--- src/rtl/param_counter_pkg.sv ---
// Shared constants and helpers for the parametrised up/down counter.
`timescale 1ns / 100ps
package param_counter_pkg;

  localparam logic DIR_UP    = 1'b1;
  localparam logic DIR_DOWN  = 1'b0;
  localparam logic MODE_WRAP = 1'b0;
  localparam logic MODE_SAT  = 1'b1;

  // Width of the prescaler counter; at least one bit so PRESCALE=1 needs no special case.
  function automatic int unsigned prescale_width(input int unsigned prescale);
    return (prescale > 1) ? $clog2(prescale) : 1;
  endfunction

endpackage

--- src/rtl/param_counter_tick_gen.sv ---
// Prescaler: emits a one-cycle step strobe every PRESCALE enabled cycles.
`timescale 1ns / 100ps
module param_counter_tick_gen
  import param_counter_pkg::*;
#(
  parameter int unsigned PRESCALE = 1
) (
  input  logic clk,
  input  logic reset,
  input  logic clr,
  input  logic en,
  output logic tick
);

  localparam int unsigned CntW = prescale_width(PRESCALE);
  localparam logic [CntW-1:0] LastCnt = CntW'(PRESCALE - 1);

  logic [CntW-1:0] cnt_q, cnt_d;

  // With PRESCALE=1 the counter is pinned at 0, so tick reduces to en.
  assign tick = en && (cnt_q == LastCnt);

  always_comb begin
    cnt_d = cnt_q;
    if (clr) begin
      cnt_d = '0;
    end else if (tick) begin
      cnt_d = '0;
    end else if (en) begin
      cnt_d = cnt_q + CntW'(1);
    end
  end

  always_ff @(posedge clk or negedge reset) begin
    if (!reset) begin
      cnt_q <= '0;
    end else begin
      cnt_q <= cnt_d;
    end
  end

endmodule

--- src/rtl/param_counter.sv ---
// Parametrised up/down counter with wrap/saturate bounds, clear/load,
// prescaled enable and a terminal-count pulse.
`timescale 1ns / 100ps
module param_counter
  import param_counter_pkg::*;
#(
  parameter int unsigned      WIDTH    = 32,
  parameter logic [WIDTH-1:0] MAX_VAL  = {WIDTH{1'b1}},
  parameter int unsigned      SATURATE = 0,
  parameter int unsigned      PRESCALE = 1
) (
  input  logic             clk,
  input  logic             reset,
  input  logic             clr,
  input  logic             load,
  input  logic [WIDTH-1:0] load_val,
  input  logic             en,
  input  logic             dir,
  output logic [WIDTH-1:0] count,
  output logic             tc,
  output logic             at_max,
  output logic             at_zero
);

  if (WIDTH < 2 || WIDTH > 32) begin : g_bad_width
    $error("param_counter: WIDTH must be 2..32");
  end
  if (MAX_VAL == '0) begin : g_bad_max
    $error("param_counter: MAX_VAL must be at least 1");
  end
  if (SATURATE > 1) begin : g_bad_mode
    $error("param_counter: SATURATE must be 0 or 1");
  end
  if (PRESCALE < 1 || PRESCALE > 65536) begin : g_bad_prescale
    $error("param_counter: PRESCALE must be 1..65536");
  end

  localparam logic Mode = (SATURATE != 0) ? MODE_SAT : MODE_WRAP;

  logic [WIDTH-1:0] count_q, count_d, load_clamped;
  logic             tc_q, tc_d;
  logic             tick;

  param_counter_tick_gen #(
    .PRESCALE(PRESCALE)
  ) u_tick_gen (
    .clk  (clk),
    .reset(reset),
    .clr  (clr | load),
    .en   (en),
    .tick (tick)
  );

  assign at_max       = (count_q == MAX_VAL);
  assign at_zero      = (count_q == '0);
  assign load_clamped = (load_val > MAX_VAL) ? MAX_VAL : load_val;

  always_comb begin
    count_d = count_q;
    tc_d    = 1'b0;
    if (clr) begin
      count_d = '0;
    end else if (load) begin
      count_d = load_clamped;
    end else if (tick) begin
      unique case (dir)
        DIR_UP: begin
          if (at_max) begin
            tc_d    = 1'b1;
            count_d = (Mode == MODE_SAT) ? MAX_VAL : '0;
          end else begin
            count_d = count_q + WIDTH'(1);
          end
        end
        DIR_DOWN: begin
          if (at_zero) begin
            tc_d    = 1'b1;
            count_d = (Mode == MODE_SAT) ? '0 : MAX_VAL;
          end else begin
            count_d = count_q - WIDTH'(1);
          end
        end
      endcase
    end
  end

  always_ff @(posedge clk or negedge reset) begin
    if (!reset) begin
      count_q <= '0;
      tc_q    <= 1'b0;
    end else begin
      count_q <= count_d;
      tc_q    <= tc_d;
    end
  end

  assign count = count_q;
  assign tc    = tc_q;

endmodule

--- config.mk ---
export PLATFORM = sky130hd
export DESIGN_NAME = param_counter
export DESIGN_NICKNAME = d
export VERILOG_FILES = /design/src/rtl/param_counter_pkg.sv /design/src/rtl/param_counter_tick_gen.sv /design/src/rtl/param_counter.sv
export SDC_FILE = /design/constraint.sdc
export NUM_CORES = 1
export LEC_CHECK = 0
export BUFFER_PORTS_ARGS = -buffer_cell sky130_fd_sc_hd__buf_2
export CORE_UTILIZATION = 60
export CTS_BUF_LIST = sky130_fd_sc_hd__clkbuf_4 sky130_fd_sc_hd__clkbuf_8
export DETAILED_ROUTE_END_ITERATION = 8
export MAX_ROUTING_LAYER = met4
export PLACE_DENSITY = 0.87
export SYNTH_ARGS = -nofsm -noshare
export SYNTH_HDL_FRONTEND = slang
export SYNTH_SLANG_ARGS = --single-unit
--- constraint.sdc ---
create_clock -name clk -period 3.7 [get_ports clk]
set_input_delay 0.37 -clock clk [delete_from_list [all_inputs] [get_ports clk]]
set_output_delay 0.37 -clock clk [all_outputs]
set_load 0.05 [all_outputs]
* After elaboration in Yosys (flattened, before gate mapping) *
Index checks and enable logic that the tools add are counted.

storage, ports and cells
  word-level logic and storage cells = 31
  register bits = 34

cells by class
  reduce and logical (&&, ||, !) cells = 4
  magnitude comparators = 1
  bitwise operators = 3
  add/subtract/negate cells = 3
  mux-type cells = 16
  equal/unequal tests = 1

operators with widths
  cell                                                                   count
  32-bit two-way mux                                                     6
  32-bit case mux with 2 select lines                                    1
  32-bit by 1-bit adder with 32-bit output (second input constant)       1
  32-bit equality test (second input constant)                           1
  32-bit greater-than comparator (second input constant)                 1
  32-bit zero test                                                       1
  32-bit by 1-bit subtractor with 32-bit output (second input constant)  1
  1-bit two-way mux                                                      8
  3-bit nonzero test                                                     2
  1-bit inverter                                                         2
  1-bit case mux with 2 select lines                                     1
  1-bit adder (second input constant)                                    1
  1-bit logical AND                                                      1
  1-bit OR                                                               1

* Depth between registers and ports, before layout *
  depth in word-level cells = 6
  gate-level depth with buffers = 9
  depth with buffers taken out = 8

* Hierarchy *
Synthesis repeated with hierarchy kept, for this count alone.

unflattened totals
  cell total of the unflattened synthesis = 438
  area, all modules = 3,440.8 um^2

modules (own cells, without submodules)
  module                  times used  area each (um^2)  cells each  seq. area each (um^2)
  param_counter           1           3,394.5           435         825.8
  param_counter_tick_gen  1           46.3              3           25.0

* Worst setup path after synthesis *
No wires, ideal clock.

  kind = register to register
  from = register count_q[6] (netlist: count[6])
  to = register count_q[17] (netlist: count[17])
  period minus slack after synthesis = 3,418 ps
  slack = 282 ps
  stages on the path, launching flop included = 9
  arrival = 3,283 ps
  cell sequence = dfrtp_1 > buf_2 > nand4_2 > or4_1 > buf_2 > nor4_2 > or3_1 > buf_2 > o211ai_1

between the ends
  cells in the longest elaborated chain, start to end = 6
  elaborated cells on any way between the ends = 10

ends and longest elaborated chain
  element                              line                 RTL
  from (decl)                          param_counter.sv:40  logic [WIDTH-1:0] count_q, count_d, load_clamped;
  from (signal assigned)               param_counter.sv:92  count_q <= count_d;
  32-bit equality test                 param_counter.sv:54  assign at_max = (count_q == MAX_VAL);
  named net at_max                     param_counter.sv:21  output logic at_max,
  32-bit two-way mux                   param_counter.sv:68  if (at_max) begin
  32-bit case mux with 2 select lines  param_counter.sv:66  unique case (dir)
  32-bit two-way mux                   param_counter.sv:65  end else if (tick) begin
  32-bit two-way mux                   param_counter.sv:63  end else if (load) begin
  32-bit two-way mux                   param_counter.sv:61  if (clr) begin

The timed path passes the listed nets, and every way through them passes these cells. The select of a mux whose other input is x is not followed.
A chain may end at the register's enable or synchronous reset.

* Worst setup path after layout *
  from = register count_q[4] (netlist: count[4])
  to = output at_max

between the ends
  cells in the longest elaborated chain, start to end = 1

ends and longest elaborated chain
  element               line
  32-bit equality test  param_counter.sv:54
  to (decl)             param_counter.sv:21

No other way between the ends.

==> flow_summary.ini <==
[status]
run_status = completed

[global_routing]
grt_util_met3_pct = 8.20
grt_pass1_wl_um = 16100
use_met2_pct = 57.8
busiest_layer = met2
met1_usage_pct = 51.8
grt_pass1_vias = 3203
antenna_found_initial = 0
grt_use_total_pct = 39.1
grt_max_degree = 38
gr-total-overflow = 0

[floorplanning]
start_util_pct = 63.3
die_y_um = 75.9
rows = 26
core_area_um2 = 5170
dieArea_um2 = 5750
die_width_um = 75.9
ios = 73

[synth]
syn-num-nets = 453
avgSynthCellArea_um2 = 7.94
synthTopCellsByArea = dfrtp_1 (26%), xnor2_1 (7.0%), o21ai_0 (4.1%)
ys_seq_area_share_pct = 26.0
syn_area_um2 = 3270
yosysMostFrequentCell = dfrtp_1
synth_common_cells = dfrtp_1 (34), nand2_1 (30), o21ai_0 (27)
synth_edf_count = 0
yosys_warnings = 0
synth_largest_area_cell = dfrtp_1
syn_inst = 412
synthArstFlopShare_pct = 100
ys_ff_latch = 34
ys.flop_type = dfrtp_1
synth_top_cell_area_share_pct = 26.0
ys_types = 57

[cells_and_area]
nets = 504
finalInstanceArea_um2 = 3730
instances_no_fill = 533
area_growth_pct = 14.0
drive_gt1_share_pct = 23.5
diodes = 0

[clock_tree]
clockRootBuffer = clkbuf_8
cts.repair_timing.setup_buffer_count = 0
clk_path_buf_depth = 2
cts_sinks = 34
cts-buffers-inserted = 5
path_clk_slew_ns = 0.07
cts_tree = yes
cts_resized = 0
clk_latency_ns = 0.29
hold_buffers = 0
htree_levels = 2

[setup_path]
cp_slowest_cell = or4_1
worst_r2r_startpoint = count[4]
worstRegToRegCells = 7
arrival_ns = 2.90
path_max_fanout = 13
cp_cell_sequence = nand4_2 -> or4_1 -> nor4_2 -> buf_2
cp_top_family = simple AND/OR/NAND/NOR gates
cp.required_ns = 3.33
crit_path_end_kind = primary output
worst-r2r-setup-slack_ns = 0.77
reg2reg_to = count[30]
critPathBufInv = 1
crit_type = register to primary output
critPathLaunchType = register
critPathMaxStageDelay_ns = 0.84

[pwr]
p_leak_nw = 1.48
ir_worst_vdd_mv = 0.190
p_per_area_nw_per_um2 = 315

[sta]
setup_ws_ns = 0.432
fmax_mhz = 306
tightest_slew_ns = 1.16
finalCritPeriodShare_pct = 88.3
min_period_ns = 3.27
final_max_slew_viol_count = 0
fin_skew_ns = 0.00389
tns_ns = 0
rsz0062_at_grt = no
max_slew_margin_pct = 22.4
setup_violations = 0
hold_viol_final = 0

[detailed_routing]
viasPerCell = 6.95
ant_nets = 0
routed_wirelength_um = 10800
drtIter0Drc = 541
drc = 0
first_pass_iters = 6
wl_per_cell_um = 20.2
vias = 3702

[place]
place_hpwl_um = 7680
place_area_um2 = 3650
place_congestion = 1.04
io_buffers = 72
preCtsSetupSlack_ns = 0.820
dp_cells = 526

[min_path]
hold_class = input port to async pin

[flow_run]
drv_cap = 0
==> through the flow <==
step / hold WS, ns / util (%) / power (mW)
finish: 0.163 / 72.1 / 1.18
CTS: 0.198 / 72.1 / 1.17
global route: 0.235 / 72.1 / 1.22
global placement: 0.481 / 70.5 / 0.880
floorplan: 0.0744 / - / 0.770
detailed placement: 0.502 / 70.5 / 0.891
==> worst register-to-register path: stages, from the launching register on <==
cell	delay, ns
dfrtp_1	0.65
nand4_2	0.26
nor4_1	0.73
nand3_1	0.29
o31ai_2	0.31
buf_4	0.22
a221oi_1	0.06
a221o_1	0.30
==> power breakdown <==
group	switching [mW]	leakage (nW)	total [mW]	internal (mW)
Clock	0.136	0.0452	0.280	0.144
Combinational	0.282	0.985	0.426	0.143
Sequential	0.0737	0.449	0.471	0.397
Total	0.492	1.48	1.18	0.684
==> area by class of cell <==
cell class,count,area (µm²)
inverter,11,41.3
fill,425,1440
sequential,34,851
timing repair buffer,83,443
multi-input combinational,328,2220
tap,70,87.6
clock buffer,7,83.8
==> worst max-delay path by stage <==
stage	from	end	slack (ns)	depth (start not counted)
detailed placement	count[4]	at_max	0.82	4
CTS	count[4]	at_max	0.48	4
finish	count[4]	at_max	0.43	4
floorplan	count[6]	count[17]	0.28	8
global placement	count[4]	at_max	0.87	4
global route	count[4]	at_max	0.36	4
==> flip-flops by register name, summed over array words and instances, names as in the netlist <==
name and flops:
count 32, tc 1, u_tick_gen.cnt_q 1
==> routing by layer <==
metal,share of wire (%),vias to the layer above
met5,0,-
met4,3.1,0
met3,11,36
met2,45,266
met1,41,1729
li1,-,1671
==> placed cells by master, fill, tap and decap left out, drive strengths merged, types with 14 or more instances in the layout <==
master / count
buf: 83
nand2: 30
dfrtp: 34
o21ai: 30
nor4: 18
xnor2: 26
nor3: 20
a22oi: 16
a21oi: 17
nor2: 22
nand4: 14
nand3: 22
==> kinds of logic after synthesis <==
| group | after synthesis | share of synthesized area, % |
|---|---|---|
| buffers and inverters | 50 | 6.31 |
| adders and majority gates | 3 | 1.15 |
| xor gates and xnor gates | 39 | 10.4 |
| DFF | 34 | 26.0 |
| and+or+nand+nor | 168 | 30.4 |
| AOI/OAI and AO/OA | 116 | 25.1 |
| muxes | 2 | 0.612 |
Power figures use the tool's default switching activity.
